<file path="src/rtl/analyzer_input_arbiter_pkg.sv">
// rtl/analyzer_input_arbiter_pkg.sv - shared state encoding and sizing helpers for the analyzer input arbiter
package analyzer_input_arbiter_pkg;

  // Arbiter FSM encoding; the values are fixed so other OSNT arbiters can share them.
  typedef enum logic [1:0] {
    ARB_IDLE = 2'd0,
    ARB_PASS = 2'd1,
    ARB_DROP = 2'd2
  } arb_state_t;

  // Ceiling log2 with a floor of 1, so a 2-port arbiter still gets a 1-bit index.
  function automatic int arb_log2(input int value);
    int w;
    w = 1;
    while ((1 << w) < value) begin
      w = w + 1;
    end
    return w;
  endfunction

  // True when value is a power of two (value > 0).
  function automatic bit arb_is_pow2(input int value);
    return (value > 0) && ((value & (value - 1)) == 0);
  endfunction

endpackage

</file>
<file path="src/rtl/analyzer_input_arbiter_rr_priority_select.sv">
// rtl/analyzer_input_arbiter_rr_priority_select.sv - combinational round-robin search from a start pointer
module analyzer_input_arbiter_rr_priority_select #(
  parameter int NUM_PORTS     = 4,
  parameter int PORT_ID_WIDTH = 2
) (
  input  logic [NUM_PORTS-1:0]     valid,
  input  logic [PORT_ID_WIDTH-1:0] rr_ptr,
  output logic                     found,
  output logic [PORT_ID_WIDTH-1:0] sel_idx
);

  localparam int CW = PORT_ID_WIDTH + 1;

  logic [CW-1:0]        cand;
  logic [NUM_PORTS-1:0] cand_mask;

  // Walk offsets from farthest to nearest so the port closest to rr_ptr wins last.
  always_comb begin
    found     = 1'b0;
    sel_idx   = '0;
    cand      = '0;
    cand_mask = '0;
    for (int k = NUM_PORTS - 1; k >= 0; k--) begin
      cand = {1'b0, rr_ptr} + CW'(k);
      if (cand >= CW'(NUM_PORTS)) begin
        cand = cand - CW'(NUM_PORTS);
      end
      cand_mask = NUM_PORTS'(1) << cand;
      if ((valid & cand_mask) != '0) begin
        found   = 1'b1;
        sel_idx = cand[PORT_ID_WIDTH-1:0];
      end
    end
  end

endmodule

</file>
<file path="src/rtl/analyzer_input_arbiter.sv">
// rtl/analyzer_input_arbiter.sv - packet round-robin arbiter feeding packet_analyzer; ARB_PORT_STATS_EN adds per-port counters
module analyzer_input_arbiter
  import analyzer_input_arbiter_pkg::*;
#(
  parameter int C_S_AXIS_DATA_WIDTH  = 256,
  parameter int C_S_AXIS_TUSER_WIDTH = 128,
  parameter int NUM_PORTS            = 4,
  parameter int PORT_ID_WIDTH        = arb_log2(NUM_PORTS),
  parameter int MAX_PKT_WORDS        = 64,
  parameter int WORD_CNT_WIDTH       = 8
) (
  input  logic                                      clk,
  input  logic                                      reset,
  input  logic [NUM_PORTS*C_S_AXIS_DATA_WIDTH-1:0]  s_tdata,
  input  logic [NUM_PORTS*C_S_AXIS_TUSER_WIDTH-1:0] s_tuser,
  input  logic [NUM_PORTS-1:0]                      s_tvalid,
  input  logic [NUM_PORTS-1:0]                      s_tlast,
  output logic [NUM_PORTS-1:0]                      s_tready,
  output logic [C_S_AXIS_DATA_WIDTH-1:0]            out_tdata,
  output logic [C_S_AXIS_TUSER_WIDTH-1:0]           out_tuser,
  output logic                                      out_valid,
  output logic                                      out_tlast,
  output logic [PORT_ID_WIDTH-1:0]                  grant_id,
  output logic                                      trunc_pulse
`ifdef ARB_PORT_STATS_EN
  ,
  output logic [NUM_PORTS*32-1:0]                   stat_pkt_cnt,
  output logic [NUM_PORTS*16-1:0]                   stat_trunc_cnt
`endif
);

  localparam int DW = C_S_AXIS_DATA_WIDTH;
  localparam int UW = C_S_AXIS_TUSER_WIDTH;

  // Beat index at which a packet still lacking tlast gets cut off.
  localparam logic [WORD_CNT_WIDTH-1:0] LAST_CNT  = WORD_CNT_WIDTH'(MAX_PKT_WORDS - 1);
  localparam logic [PORT_ID_WIDTH-1:0]  LAST_PORT = PORT_ID_WIDTH'(NUM_PORTS - 1);
  // The index counter wraps by itself only when it spans exactly NUM_PORTS values.
  localparam bit NATURAL_WRAP = arb_is_pow2(NUM_PORTS) && ((1 << PORT_ID_WIDTH) == NUM_PORTS);

  arb_state_t                state;
  logic [PORT_ID_WIDTH-1:0]  rr_ptr;
  logic [PORT_ID_WIDTH-1:0]  next_ptr;
  logic [PORT_ID_WIDTH-1:0]  sel_idx;
  logic [WORD_CNT_WIDTH-1:0] word_cnt;
  logic                      found;
  logic                      beat_acc;
  logic                      sel_tlast;
  logic [DW-1:0]             sel_tdata;
  logic [UW-1:0]             sel_tuser;
  logic                      pass_end;
  logic                      pass_trunc;
  logic                      drop_end;

  analyzer_input_arbiter_rr_priority_select #(
    .NUM_PORTS     (NUM_PORTS),
    .PORT_ID_WIDTH (PORT_ID_WIDTH)
  ) u_rr_select (
    .valid   (s_tvalid),
    .rr_ptr  (rr_ptr),
    .found   (found),
    .sel_idx (sel_idx)
  );

  // Steer the granted port's beat onto a single internal bus.
  always_comb begin
    sel_tdata = '0;
    sel_tuser = '0;
    sel_tlast = 1'b0;
    for (int i = 0; i < NUM_PORTS; i++) begin
      if (grant_id == PORT_ID_WIDTH'(i)) begin
        sel_tdata = s_tdata[i*DW +: DW];
        sel_tuser = s_tuser[i*UW +: UW];
        sel_tlast = s_tlast[i];
      end
    end
    // s_tready is one-hot on grant_id, so any overlap is the granted port.
    beat_acc = |(s_tvalid & s_tready);
  end

  // Classify the accepted beat: normal end, watchdog cut, or end of a dropped tail.
  always_comb begin
    pass_end   = (state == ARB_PASS) && beat_acc && sel_tlast;
    pass_trunc = (state == ARB_PASS) && beat_acc && !sel_tlast && (word_cnt == LAST_CNT);
    drop_end   = (state == ARB_DROP) && beat_acc && sel_tlast;
  end

  // Pointer to the port after the current owner, used once its packet ends.
  always_comb begin
    if (NATURAL_WRAP) begin
      next_ptr = grant_id + 1'b1;
    end else if (grant_id == LAST_PORT) begin
      next_ptr = '0;
    end else begin
      next_ptr = grant_id + 1'b1;
    end
  end

  // Packet-granular arbitration FSM with registered outputs.
  always_ff @(posedge clk) begin
    if (reset) begin
      state       <= ARB_IDLE;
      rr_ptr      <= '0;
      word_cnt    <= '0;
      grant_id    <= '0;
      s_tready    <= '0;
      out_tdata   <= '0;
      out_tuser   <= '0;
      out_valid   <= 1'b0;
      out_tlast   <= 1'b0;
      trunc_pulse <= 1'b0;
    end else begin
      out_valid   <= 1'b0;
      out_tlast   <= 1'b0;
      trunc_pulse <= 1'b0;
      case (state)
        ARB_IDLE: begin
          if (found) begin
            grant_id <= sel_idx;
            s_tready <= NUM_PORTS'(1) << sel_idx;
            state    <= ARB_PASS;
          end
        end
        ARB_PASS: begin
          if (beat_acc) begin
            out_valid <= 1'b1;
            out_tdata <= sel_tdata;
            out_tuser <= sel_tuser;
            if (pass_end) begin
              out_tlast <= 1'b1;
              rr_ptr    <= next_ptr;
              word_cnt  <= '0;
              s_tready  <= '0;
              state     <= ARB_IDLE;
            end else if (pass_trunc) begin
              // Close the packet on the output now; the source's tail is swallowed in DROP.
              out_tlast   <= 1'b1;
              trunc_pulse <= 1'b1;
              word_cnt    <= word_cnt + 1'b1;
              state       <= ARB_DROP;
            end else begin
              word_cnt <= word_cnt + 1'b1;
            end
          end
        end
        ARB_DROP: begin
          if (drop_end) begin
            rr_ptr   <= next_ptr;
            word_cnt <= '0;
            s_tready <= '0;
            state    <= ARB_IDLE;
          end
        end
        default: begin
          state    <= ARB_IDLE;
          s_tready <= '0;
        end
      endcase
    end
  end

`ifdef ARB_PORT_STATS_EN
  // Per-port saturating counters of packets closed on the output and of watchdog cuts.
  always_ff @(posedge clk) begin
    if (reset) begin
      stat_pkt_cnt   <= '0;
      stat_trunc_cnt <= '0;
    end else begin
      for (int i = 0; i < NUM_PORTS; i++) begin
        if (grant_id == PORT_ID_WIDTH'(i)) begin
          if ((pass_end || pass_trunc) && (stat_pkt_cnt[i*32 +: 32] != 32'hFFFF_FFFF)) begin
            stat_pkt_cnt[i*32 +: 32] <= stat_pkt_cnt[i*32 +: 32] + 32'd1;
          end
          if (pass_trunc && (stat_trunc_cnt[i*16 +: 16] != 16'hFFFF)) begin
            stat_trunc_cnt[i*16 +: 16] <= stat_trunc_cnt[i*16 +: 16] + 16'd1;
          end
        end
      end
    end
  end
`endif

endmodule

</file>
<file path="config.mk">
export PLATFORM = sky130hd
export DESIGN_NAME = analyzer_input_arbiter
export DESIGN_NICKNAME = d
export VERILOG_FILES = /design/src/rtl/analyzer_input_arbiter_pkg.sv /design/src/rtl/analyzer_input_arbiter_rr_priority_select.sv /design/src/rtl/analyzer_input_arbiter.sv
export SDC_FILE = /design/constraint.sdc
export NUM_CORES = 1
export LEC_CHECK = 0
export BUFFER_PORTS_ARGS = -buffer_cell sky130_fd_sc_hd__buf_2
export CAP_MARGIN = 30
export CELL_PAD_IN_SITES_DETAIL_PLACEMENT = 1
export CELL_PAD_IN_SITES_GLOBAL_PLACEMENT = 2
export CORE_AREA = 2 2 744 746
export DETAILED_ROUTE_END_ITERATION = 8
export DIE_AREA = 0 0 746 748
export GPL_TIMING_DRIVEN = 0
export HOLD_SLACK_MARGIN = 0.08
export PLACE_DENSITY_LB_ADDON = 0.1
export SETUP_SLACK_MARGIN = 0.15
export SLEW_MARGIN = 20
export SYNTH_ARGS = -nofsm -noshare
export SYNTH_HDL_FRONTEND = slang
export SYNTH_HIERARCHICAL = 1
export SYNTH_SLANG_ARGS = --single-unit
export TNS_END_PERCENT = 10
</file>
<file path="constraint.sdc">
create_clock -name clk -period 2.9 [get_ports clk]
set_input_delay 0.435 -clock clk [delete_from_list [all_inputs] [get_ports clk]]
set_output_delay 0.435 -clock clk [all_outputs]
set_load 0.01 [all_outputs]
</file>
=== After elaboration in Yosys (flattened, before gate mapping) ===
Index checks and enable logic that the tools add are counted.

* Add/sub/neg operators: 9
* $lt $le $gt $ge: 4
* Equal/unequal tests: 11
* Shifts and indexed selects: 5
* Multiplexer cells: 46
* Bitwise operators: 7
* Reductions and logical operators: 24

{| class="wikitable"
|+ Operators with widths
! kind !! number
|-
| $mux 256 || 4
|-
| $mux 128 || 4
|-
| $mux 2 || 12
|-
| $mux 8 || 3
|-
| $and 4x4->4 || 5
|-
| $mux 4 || 4
|-
| $pmux 8 s2 || 1
|-
| $reduce_bool 4->1 || 4
|-
| $shl 1x3->4 const A || 4
|-
| $mux 3 || 4
|-
| $pmux 4 s3 || 1
|-
| $reduce_and 4->1 || 3
|-
| $mux 1 || 11
|-
| $ge 3x3->1 const B || 3
|-
| $sub 3x3->3 const B || 3
|-
| $add 8x1->8 const B || 1
|-
| $eq 8x6->1 const B || 1
|-
| $ne 2x2->1 const B || 4
|-
| $reduce_or 4->1 || 2
|-
| $add 2x2->3 const B || 2
|-
| $eq 2x2->1 const B || 3
|-
| $logic_and 1x1->1 || 6
|-
| $pmux 2 s3 || 1
|-
| $eq 2x1->1 const B || 2
|-
| 15 further kinds || 18
|}

* Bits in registers: 405
* Word-level logic and storage cells: 116

=== Depth between registers and ports, before layout ===
Gate-level depths: netlist of the first run.

* Depth after elaboration: 13
* Mapped depth: 10
* Depth with buffers taken out: 9

=== Cells and area by module ===
Netlist of the first run, hierarchy kept.

{| class="wikitable"
|+ By module, submodules not included
! module !! instances !! cells an instance !! area an instance (um2) !! sequential area each (um2)
|-
| analyzer_input_arbiter || 1 || 3626 || 26346.5 || 8107.8
|-
| analyzer_input_arbiter_rr_priority_select || 1 || 31 || 226.5 || 0.0
|}

=== Worst setup path before layout of the first run ===
OpenSTA, ideal clock, no wires.

* Path type: flip-flop to flip-flop
* Start point: reg rr_ptr[0]
* End point: reg s_tready[0]
* Arrival time: 1.943 ns
* Data required time: 2.773 ns
* Path slack: 0.829 ns
* Stages on the path, launching flop included: 10
* Path buffers: 0
* Clock period less this slack: 2.071 ns
* Cells stage by stage: dfxtp_1 inv_1 ha_1 a22oi_1 and2_4 or4b_1 nor2_1 a21oi_1 a2bb2oi_2 mux2i_1

* Elaborated cells between the ends (all ways): 40
* Classes of those cells: add/sub (7); order compare (4); eq/ne (1); shift (5); mux (14); bitwise (4); reduce/logical (5)

{| class="wikitable"
|+ RTL lines
! item !! line !! RTL
|-
| start: declaration || analyzer_input_arbiter.sv:42 || <nowiki>logic [PORT_ID_WIDTH-1:0] rr_ptr;</nowiki>
|-
| start signal: assignment || analyzer_input_arbiter.sv:131 || <nowiki>rr_ptr <= next_ptr;</nowiki>
|-
| start signal: assignment || analyzer_input_arbiter.sv:148 || <nowiki>rr_ptr <= next_ptr;</nowiki>
|-
| $add 2x2->3 || analyzer_input_arbiter_rr_priority_select.sv:24 || <nowiki>cand = {1'b0, rr_ptr} + CW'(k);</nowiki>
|-
| $sub 3x3->3 / $ge 3x3->1 (equally long branches) || analyzer_input_arbiter_rr_priority_select.sv:26, analyzer_input_arbiter_rr_priority_select.sv:25 ||
|-
| $mux 3 || analyzer_input_arbiter_rr_priority_select.sv:25 || <nowiki>if (cand >= CW'(NUM_PORTS)) begin</nowiki>
|-
| $shl 1x3->4 || analyzer_input_arbiter_rr_priority_select.sv:28 || <nowiki>cand_mask = NUM_PORTS'(1) << cand;</nowiki>
|-
| $and 4x4->4 || analyzer_input_arbiter_rr_priority_select.sv:29 || <nowiki>if ((valid & cand_mask) != '0) begin</nowiki>
|-
| $reduce_bool 4->1 || analyzer_input_arbiter_rr_priority_select.sv:29 ||
|-
| $mux 1 (3 in a row) || analyzer_input_arbiter_rr_priority_select.sv:29 ||
|-
| $mux 1 * || analyzer_input_arbiter_rr_priority_select.sv:29 ||
|-
| via found || analyzer_input_arbiter.sv:46 || <nowiki>logic found;</nowiki>
|-
| $ne 2x2->1 (no source line) * || n/a ||
|-
| $reduce_and 4->1 (no source line) * || n/a ||
|-
| end signal: assignment || analyzer_input_arbiter.sv:120 || <nowiki>s_tready <= NUM_PORTS'(1) << sel_idx;</nowiki>
|-
| end: declaration || analyzer_input_arbiter.sv:18 || <nowiki>output logic [NUM_PORTS-1:0] s_tready,</nowiki>
|}

Mark *: on every way through the listed nets, which the timed path passes. The rest lies on a longest branch. The select of a mux whose other input is x is not followed.
A chain may end at the register's enable or synchronous reset.

=== Worst setup path after layout of the first run ===
* Start point: reg grant_id[1]
* End point: reg out_tdata[92]

* Cells in the longest elaborated chain, start to end: 5
* Elaborated cells between the ends (all ways): 8
* Classes of those cells: eq/ne (3); mux (4); reduce/logical (1)

{| class="wikitable"
|+ Ends and longest elaborated chain
! item !! line !! RTL
|-
| start: declaration || analyzer_input_arbiter.sv:23 || <nowiki>output logic [PORT_ID_WIDTH-1:0] grant_id,</nowiki>
|-
| start signal: assignment || analyzer_input_arbiter.sv:119 || <nowiki>grant_id <= sel_idx;</nowiki>
|-
| $logic_not 2->1 || analyzer_input_arbiter.sv:71 || <nowiki>if (grant_id == PORT_ID_WIDTH'(i)) begin</nowiki>
|-
| $mux 256 (3 in a row) || analyzer_input_arbiter.sv:71 ||
|-
| $mux 256 * || analyzer_input_arbiter.sv:71 ||
|-
| end signal: assignment || analyzer_input_arbiter.sv:127 || <nowiki>out_tdata <= sel_tdata;</nowiki>
|-
| end: declaration || analyzer_input_arbiter.sv:19 || <nowiki>output logic [C_S_AXIS_DATA_WIDTH-1:0] out_tdata,</nowiki>
|}

Mark *: on every way between the ends. The rest lies on a longest branch, timed or not.

==> results by group, run 1 <==
Global route
  – M1 GR Usage: 17.7%
  – Grt peak-use layer: met2
  – Grt met3 use: 5.12%
  – Initial antenna violation count: 469
  – Congestion Overflow GR: 0
  – Total track usage: 15.4%
  – Number of global-route vias before repair: 46057
  – First-pass GRT wire length: 557000 µm
  – Met2 Usage GRT: 27.7%
  – Pin count of the biggest net entering global routing: 13

Route
  – Mean routed wirelength per cell: 32.6 µm
  – Final WL: 450000 µm
  – # DRC: 0
  – DRT antenna net count: 0
  – Starting DRT DRC Count: 2209
  – Via count: 42836
  – Via/cell ratio: 3.11
  – Drt first pass iters: 6

Timing
  – Min Tclk post-route: 2.82 ns
  – Max frequency: 354 MHz
  – Final period utilization: 97.4%
  – PnR worst setup slack: 0.0763 ns
  – Fin. Hold Viols: 0
  – Unrepaired setup endpoints after global routing: yes
  – Worst Tran Pin Value: 0.928 ns
  – Worst Skew: 0.0627 ns
  – Hold Slack: 0.166 ns
  – Number of setup violations in the final report: 0
  – Final TNS setup: 0 ns
  – Pins Over Slew Limit: 0
  – Relative slew slack: 38.1%

Logic synthesis
  – Seq cells post-synth: 405
  – Post-Syn Nets: 5213
  – Mean Syn Cell Area: 7.27 µm²
  – Yosys cell types: 42
  – YS warnings: 6
  – Synth top area share: 30.5%
  – Synth top area cells: dfxtp_1, a21oi_1, o211a_1
  – Most frequent cell after synthesis: a21oi_1
  – Synth Instances: 3657
  – Sequential area share after synthesis: 30.5%
  – Synth top cells by count: a21oi_1, dfxtp_1, nand2_1, o21ai_0, nand3b_1
  – Main synth FF type: dfxtp_1
  – Async SR Flop Fraction: 0%
  – Area leader, netlist: dfxtp_1
  – Post-Syn Area: 26600 µm²
  – Number of flops mapped to enable cells by yosys: 0

Clocking
  – Root Buffer: clkbuf_16
  – Clock buffer depth: 4
  – CTS tree: built
  – H-tree depth: 3
  – CTS Buf Count: 85
  – Clk_lat worst skew: 0.85 ns
  – Clock transition at path regs: 0.05 ns
  – Clock sink count: 405

Run status
  – Status: finished clean

Power
  – Sequential Power Share: 24.6%
  – VDD IR max: 0.387 mV
  – Logic gate share of total power: 33.9%
  – Leak: 27.0 nW
  – PD cells: 436 nW/µm²
  – Switching power total: 9.55 mW
  – Switching share of power: 38.8%
  – Clock power share: 41.5%
  – P_int: 15.1 mW

Setup path
  – R2R cell count: 12
  – Critical Path RT: 3.66 ns
  – Nature of the critical path startpoint: register
  – Crit. End Element: register
  – Crit path kind: reg2reg
  – Critical Path AT: 3.58 ns
  – CP max FO: 7

Floorplanning
  – Die X: 746 µm
  – Core area: 551000 µm²
  – Die H: 748 µm
  – # rows: 273
  – I/O pin count: 1939
  – Die area: 558000 µm²
  – Initial Util: 4.83%

Worst hold path
  – Hold Crit Depth: 4
  – Worst min-delay path class: in2reg

Placement
  – GP Congestion: 0.976
  – Hpwl dp: 400000 µm
  – Cell total after placement: 12919
  – Port Buffer Count: 1937
  – Placed Area: 46100 µm²
  – Worst slack at placement: -1.98 ns

Job
  – Max Cap Viol: 0

Cells and area
  – Post-route insts no fill: 13777
  – Final net count: 7849
  – Syn-to-layout area delta: 112%
  – Share of cells above drive strength 1: 40.0%
  – Fin area: 56400 µm²
  – Fillcell total: 66115
final timing paths:
kind,end,start,slack (ns)
max,out_tdata[92]$_SDFFE_PP0P_,grant_id[1]$_SDFFE_PP0P_,0.08
min,out_tdata[120]$_SDFFE_PP0P_,s_tdata[632],0.17
max reg2reg,out_tdata[92]$_SDFFE_PP0P_,grant_id[1]$_SDFFE_PP0P_,0.08
min reg2reg,out_tdata[159]$_SDFFE_PP0P_,out_tdata[159]$_SDFFE_PP0P_,0.49
per-layer routing:
layer,part of all wire [%],vias to the layer above
li1,-,19002
met2,49,2080
met5,0.27,-
met3,7.9,744
met4,2.8,188
met1,40,20822
repair_timing:
item | CTS | global route
pin swaps | 25 | 8
setup endpoints to repair | 403 | 191
endpoints found under the hold margin | 325 | 0
setup buffers | 11 | 10
cloned | 2 | 1
hold buffers | 551 | 0
resized for setup | 526 | 39
area by class of cell:
| cell class | count | area, µm² | share of cell area (%) |
|---|---|---|---|
| diodes | 134 | 335 | 0.594 |
| plain buffers | 431 | 2550 | 4.52 |
| clock buffers | 122 | 2430 | 4.30 |
| clock inverters | 28 | 280 | 0.497 |
| inverters | 5 | 23.8 | 0.0421 |
| multi-input cells | 2814 | 17400 | 30.8 |
| flip-flops and latches | 405 | 8120 | 14.4 |
| well taps | 7287 | 9120 | 16.2 |
| repair buffers | 2551 | 16200 | 28.6 |
worst max-delay path, stage by stage, from the launching register on:
cell and delay, ns:
dfxtp_4 0.39, inv_4 0.06, ha_4 0.17, buf_12 0.15, buf_16 0.16, buf_6 0.15, buf_12 0.14, buf_8 0.14
nand3b_1 0.57, a21oi_2 0.40, a21oi_2 0.06, o21ai_2 0.14, o211a_1 0.17
cells in the final DEF (no fill, tap or decap), types with 25 or more instances in the layout:
master and count:
nand2_1 400, a21oi_1 1067, clkbuf_1 155, nand3b_1 386
buf_4 48, clkbuf_8 27, dfxtp_1 403, buf_1 29
o21ai_1 54, buf_2 2015, clkbuf_2 105, o21ai_2 25
diode_2 134, o211a_1 382, dlygate4sd3_1 551, a21oi_2 79
o21ai_0 304, clkbuf_16 95
cells by family after synthesis:
group / Yosys count / share of synthesized area [%]
mux: 7 / 0.264
buf+inv: 438 / 6.64
compound gates: 1962 / 44.5
xor+xnor: 1 / 0.0330
fa+ha+maj: 10 / 0.471
flops: 405 / 30.5
simple gates: 834 / 17.5
power by group through the flow:
| stage | Sequential, mW | Combinational, mW | Clock, mW |
|---|---|---|---|
| 2_1_floorplan | 6.26 | 2.49 | 0 |
| 3_3_place_gp | 6.17 | 7.29 | 0 |
| 3_5_place_dp | 6.17 | 7.37 | 0 |
| 4_1_cts | 6.06 | 8.67 | 10.9 |
| 5_1_grt | 6.09 | 9.04 | 11.0 |
| 6_report | 6.06 | 8.34 | 10.2 |
per-stage QoR:
stage | util [%] | total power [mW]
floorplan | - | 8.75
global placement | 8.24 | 13.5
detailed placement | 8.36 | 13.5
CTS | 10.1 | 25.6
global route | 10.2 | 26.1
finish | 10.2 | 24.6
sequential cells by signal, summed over array words and instances (netlist names):
signal	cells
rr_ptr	2
out_tdata	256
out_valid	1
grant_id	2
s_tready	4
out_tlast	1
out_tuser	128
trunc_pulse	1
word_cnt	8
state	2
No activity file was read; power rests on OpenSTA's default activity.
==> run 2: changes to the inputs <==
- CTS_CLUSTER_DIAMETER: unset -> 60
- GPL_TIMING_DRIVEN: 0 -> 1
==> run 2 against run 1 <==
Effect of this change: design area rose by 2.2%; fmax rose by 2.0%; combinational power fell by 9.2%; worst hold slack got worse by 0.0032 ns.
==> results by group, run 2 (synthesis gave the netlist of run 1 again) <==
Setup path
  – Worst path depth: 10
  – Crit-path max cell delay: 0.51 ns
  – Critical Path AT: 3.52 ns
  – Nature of the critical path startpoint: register
  – Critical Path RT: 3.66 ns
  – Max stage delay cell, worst path: dfxtp_1
  – CP top delay family: compound AO/OA/AOI/OAI gates
  – CP max FO: 28
  – R2R cell count: 10
  – Buf/Inv on CP: 4
  – Crit path kind: reg2reg
  – Crit. End Element: register
  – Critical Path, Cell by Cell: ha_4 > buf_12 > buf_12 > buf_4 > nand2_1 > a21oi_1 > a21oi_1 > o21ai_1 > buf_4 > o211a_1

Floorplanning
  – # rows: 273
  – I/O pin count: 1939
  – Die X: 746 µm
  – Core area: 551000 µm²
  – Die area: 558000 µm²
  – Initial Util: 4.83%
  – Die H: 748 µm

Clocking
  – Clock buffer depth: 4
  – CTS tree: built
  – Clock sink count: 405
  – Clock transition at path regs: 0.05 ns
  – CTS Buf Count: 138
  – Root Buffer: clkbuf_16
  – H-tree depth: 4
  – Clk_lat worst skew: 0.85 ns

Cells and area
  – Largest reg by FF count: out_tdata
  – Largest register FFs: 256
  – Final net count: 7764
  – Regs by FF count: out_tdata: 256 flops, out_tuser: 128 flops, word_cnt: 8 flops
  – Fin area: 57600 µm²
  – Util after Layout: 10.5%
  – Share of cells above drive strength 1: 40.0%
  – Leading cell type in the layout, fill and taps excluded: buf_2
  – Commonest non-fill, non-tap cells in the layout: buf_2, a21oi_1, dlygate4sd3_1, dfxtp_1, nand2_1
  – Syn-to-layout area delta: 117%

Global route
  – Total track usage: 13.6%
  – Pin count of the biggest net entering global routing: 99
  – Congestion Overflow GR: 0
  – First-pass GRT wire length: 499000 µm
  – Number of global-route vias before repair: 44354
  – Initial antenna violation count: 489

Placement
  – Port Buffer Count: 1938
  – GP Congestion: 0.845
  – Hpwl dp: 342000 µm
  – Placed Area: 47100 µm²

Power
  – VDD IR max: 0.367 mV
  – Switching power total: 10.0 mW
  – Switching share of power: 34.4%
  – Sequential Power Share: 20.9%
  – P_int: 19.1 mW
  – Clock power share: 53.1%
  – Logic gate share of total power: 26.0%
  – Leak: 27.8 nW
  – PD cells: 505 nW/µm²

Worst hold path
  – Hold Crit Depth: 4
  – Worst min-delay path class: in2reg

Route
  – DRT antenna net count: 0
  – # DRC: 0
  – Mean routed wirelength per cell: 28.9 µm
  – Drt first pass iters: 5
  – Starting DRT DRC Count: 2011
  – Final WL: 397000 µm
  – Via/cell ratio: 3.05
  – Via count: 41824

Timing
  – Worst Tran Pin Value: 0.716 ns
  – Max frequency: 361 MHz
  – Worst Skew: 0.0619 ns
  – Min Tclk post-route: 2.77 ns
  – Final period utilization: 95.4%
  – Pins Over Slew Limit: 0
  – Fin. Hold Viols: 0
  – Number of setup violations in the final report: 0
  – Hold Slack: 0.163 ns
  – Relative slew slack: 52.3%
  – Unrepaired setup endpoints after global routing: yes

Run status
  – Status: finished clean

Job
  – Max Cap Viol: 0
## run 2: cell count changes in the layout (fill, tap and decap cells not counted), sizes merged, moves of 3 or more
cell         delta
clkinvlp        -5
diode           -3
buf           +132
clkinv         +28
bufinv          +7
inv             +3
clkbuf        -222
dlygate4sd3    +10
## run 2: what timing repair did
item | 4_1_cts | 5_1_grt
endpoints found under the setup margin | 8 | 40
endpoints found under the hold margin | 340 | 0
pin swaps | 0 | 1
hold buffers | 561 | 0
resized for setup | 2 | 8
setup buffers | 0 | 2
## run 2: through the flow
stage	power [mW]	worst slack, ns	TNS, ns	std cells
after floorplan	8.75	0.829	0	3657
after global placement	13.3	-0.00585	-0.00585	12792
after detailed placement	13.2	-0.0467	-0.0467	12792
after CTS	30.2	0.0699	0	13592
after global routing	30.8	0.0549	0	13654
final	29.1	0.132	0	13725
## run 2: power by group through the flow
stage,registers [mW],clock network [mW],logic [mW]
floorplan,6.26,0,2.49
global placement,6.18,0,7.09
detailed placement,6.18,0,7.05
CTS,6.09,16.2,7.90
global route,6.11,16.4,8.30
finish,6.08,15.5,7.57
## run 2: routing by layer
| metal | vias up | wire (µm) | track usage [%] |
|---|---|---|---|
| met5 | - | 1460 | 0 |
| met2 | 2057 | 193000 | 24.2 |
| met1 | 19848 | 157000 | 15.5 |
| met4 | 224 | 10600 | 2.59 |
| met3 | 846 | 34400 | 5.04 |
| li1 | 18849 | - | - |
## run 2: worst paths after layout
check                                    from  slack (ns)                     endpoint
hold / removal                   s_tdata[899]        0.16  out_tdata[131]$_SDFFE_PP0P_
setup reg to reg     grant_id[0]$_SDFFE_PP0P_        0.13   out_tuser[75]$_SDFFE_PP0P_
hold reg to reg   out_tuser[113]$_SDFFE_PP0P_        0.49  out_tuser[113]$_SDFFE_PP0P_
setup / recovery     grant_id[0]$_SDFFE_PP0P_        0.13   out_tuser[75]$_SDFFE_PP0P_
## run 2: layout make-up
cell class,count,area [µm²]
Multi-Input combinational cell,2814,16800
Antenna cell,131,328
Clock inverter,61,746
Fill cell,65851,493000
Clock buffer,178,3810
Sequential cell,405,8110
Tap cell,7287,9120
Inverter,5,26.3
Timing Repair Buffer,2844,18700
## run 2: worst register-to-register path, delay by kind of cell, from the launching register on
family	cells	cell delay [ns]
AOI/OAI and AO/OA	4	0.85
DFF	1	0.51
adders and majority gates	1	0.24
and+or+nand+nor	1	0.21
buffers and inverters	4	0.94
==> run 3: changes to the inputs <==
- CORE_AREA: 2 2 744 746 -> 8 8 740 742
- DIE_AREA: 0 0 746 748 -> 0 0 748 750
- PLACE_DENSITY_LB_ADDON: 0.1 -> 0.3
- SYNTH_HIERARCHICAL: 1 -> unset
==> run 3 against run 2 <==
Effect of this change: critical path depth increased by 1; count of clock-buffer cells in the layout decreased by 56; core utilization increased by 0.24 points; worst setup slack got worse by 0.025 ns; sequential cell count unchanged; design area decreased by 0.61%; power increased by 14%; fmax decreased by 0.88%; register-to-register slack got worse by 0.02 ns; sequential power increased by 5.6%; critical endpoint is now out_tuser[106]$_SDFFE_PP0P_.
==> results by group, run 3 <==
Run status
  – Status: finished clean

Cells and area
  – Largest register FFs: 256
  – Util after Layout: 10.7%
  – Syn-to-layout area delta: 112%
  – Commonest non-fill, non-tap cells in the layout: buf_2, nor2b_1, dlygate4sd3_1, dfxtp_1, nor2_1
  – Leading cell type in the layout, fill and taps excluded: buf_2
  – Final net count: 7693
  – Share of cells above drive strength 1: 41.2%
  – Largest reg by FF count: out_tdata
  – Fillcell total: 64120
  – Regs by FF count: out_tdata: 256 flops, out_tuser: 128 flops, word_cnt: 8 flops

Clocking
  – H-tree depth: 3
  – Clock sink count: 405
  – Root Buffer: clkbuf_16
  – CTS Buf Count: 102
  – Clock buffer depth: 4
  – CTS tree: built
  – Clk_lat worst skew: 0.82 ns
  – Clock transition at path regs: 0.06 ns

Floorplanning
  – Die area: 561000 µm²
  – Die H: 750 µm
  – Initial Util: 5.06%
  – I/O pin count: 1939
  – Core area: 535000 µm²
  – Die X: 748 µm
  – # rows: 269

Logic synthesis
  – Number of flops mapped to enable cells by yosys: 0
  – Synth Area in Simple Gates: 31.2%
  – Mean Syn Cell Area: 7.43 µm²
  – Compound-gate portion of the synthesized area: 31.7%
  – Synth Area in XOR/XNOR: 0%
  – Largest family of logic cells by synthesized area: compound AO/OA/AOI/OAI gates
  – Post-Syn Area: 27100 µm²
  – Mux share of post-synthesis cell area: 0.0369%
  – Synth Instances: 3646
  – Main synth FF type: dfxtp_1
  – YS warnings: 0
  – Async SR Flop Fraction: 0%
  – Seq cells post-synth: 405
  – Area leader, netlist: dfxtp_1
  – Yosys cell types: 53
  – Most frequent cell after synthesis: nor2b_1
  – Sequential area share after synthesis: 29.9%
  – Synth top area cells: dfxtp_1, nor2b_1, a221oi_1
  – Synth top cells by count: nor2b_1, dfxtp_1, a21oi_1, nor2_1, nor3_1
  – Post-Syn Nets: 5202
  – Synth Area in Adders: 0.462%
  – Synth top area share: 29.9%

Global route
  – Initial antenna violation count: 603
  – First-pass GRT wire length: 556000 µm
  – Number of global-route vias before repair: 43575
  – Pin count of the biggest net entering global routing: 123
  – Total track usage: 15.5%
  – Congestion Overflow GR: 0

Setup path
  – Crit path kind: reg2reg
  – CP max FO: 18
  – Critical Path RT: 3.66 ns
  – Nature of the critical path startpoint: register
  – Max stage delay cell, worst path: nor2b_2
  – Worst R2R Setup Slack: 0.11 ns
  – Most frequent CP cell: buf_4
  – Critical Path, Cell by Cell: inv_2 > ha_4 > buf_4 > buf_12 > buf_4 > nor2b_2 > a221oi_1 > nor3_1 > a21oi_1 > buf_4 > a211oi_1
  – Buf/Inv on CP: 5
  – Crit. End Element: register
  – Critical Path AT: 3.55 ns
  – CP top delay family: buffers and inverters
  – Crit-path max cell delay: 0.38 ns

Timing
  – Number of setup violations in the final report: 0
  – Worst Tran Pin Value: 0.792 ns
  – Pins Over Slew Limit: 0
  – Unrepaired setup endpoints after global routing: yes
  – PnR worst setup slack: 0.108 ns
  – Worst Skew: 0.0661 ns
  – Max frequency: 358 MHz
  – Final period utilization: 96.3%
  – Min Tclk post-route: 2.79 ns
  – Relative slew slack: 46.8%
  – Fin. Hold Viols: 0

Route
  – Drt first pass iters: 5
  – Starting DRT DRC Count: 2743
  – Mean routed wirelength per cell: 33.9 µm
  – DRT antenna net count: 0
  – Final WL: 460000 µm
  – Via/cell ratio: 3.21
  – # DRC: 0
  – Via count: 43469

Placement
  – GP Congestion: 0.920
  – Worst slack at placement: -0.437 ns
  – Hpwl dp: 412000 µm
  – Port Buffer Count: 1938

Power
  – PD cells: 578 nW/µm²
  – Leak: 22.1 nW
  – VDD IR max: 0.433 mV

Worst hold path
  – Worst min-delay path class: in2reg

Job
  – Max Cap Viol: 0
run 3: worst register-to-register path, delay by kind of cell (launching register included):
kind / cells / cell delay, ns
AO/OA/AOI/OAI: 3 / 0.51
AND/OR/NAND/NOR: 2 / 0.72
buffers and inverters: 5 / 0.95
flip-flops: 1 / 0.34
adder cells (fa/ha/maj): 1 / 0.21
run 3: where the power goes:
part	switching, mW	internal [mW]
clock	4.55	8.15
sequential	0.343	6.08
combinational	8.61	5.39
run 3: layout make-up:
cell class                 instances  area, µm²  share of cell area, %
timing repair buffer            2818      18400                   32.1
multi-input combinational       2805      17600                   30.8
tap                             7046       8820                   15.4
sequential                       405       8110                   14.2
clock buffer                     122       2780                   4.85
clock inverter                    62        812                   1.42
antenna                          298        746                   1.30
inverter                           5       18.8                 0.0328
run 3: worst paths after layout:
path | endpoint | depth (start not counted) | startpoint
setup reg to reg | out_tuser[106]$_SDFFE_PP0P_ | 11 | grant_id[1]$_SDFFE_PP0P_
setup / recovery | out_tuser[106]$_SDFFE_PP0P_ | 11 | grant_id[1]$_SDFFE_PP0P_
hold reg to reg | out_tdata[179]$_SDFFE_PP0P_ | 2 | out_tdata[179]$_SDFFE_PP0P_
hold / removal | out_tdata[67]$_SDFFE_PP0P_ | 4 | s_tdata[835]
run 3: stage by stage:
step / setup TNS [ns] / instance area [µm²] / hold slack (ns) / total power, mW / instances
global route: 0 / 56800 / 0.131 / 35.2 / 13356
finish: 0 / 57300 / 0.189 / 33.1 / 13561
detailed placement: -2.46 / 47300 / 0.489 / 19.8 / 12566
CTS: 0 / 56400 / 0.0801 / 34.2 / 13255
global placement: -2.50 / 47300 / 0.486 / 19.7 / 12564
floorplan: 0 / 27100 / 0.450 / 11.7 / 3646
run 3: per-layer routing:
layer  part of all wire, %  track usage (%)  vias to the layer above
met1                    39             17.8                    20824
met4                   2.9             2.94                      282
met2                    46             25.7                     2506
met5                  0.40                0                        -
met3                    12             8.11                      931
li1                      -                -                    18926
run 3: cells by family (layout without fill, tap and decap cells):
family                     after synthesis  count (layout)
DFF                                    405             405
buffers and inverters                  436            3007
muxes                                    1               1
AOI/OAI and AO/OA                     1206            1206
adders and majority gates               10              10
other                                    0             298
and+or+nand+nor                       1588            1588
run 3: timing repair:
action	CTS	global route
cloned	0	3
hold endpoints to repair	352	0
gates resized for setup	68	5
endpoints found under the setup margin	89	116
pin swaps	3	3
setup buffers	0	4
hold buffers	505	0
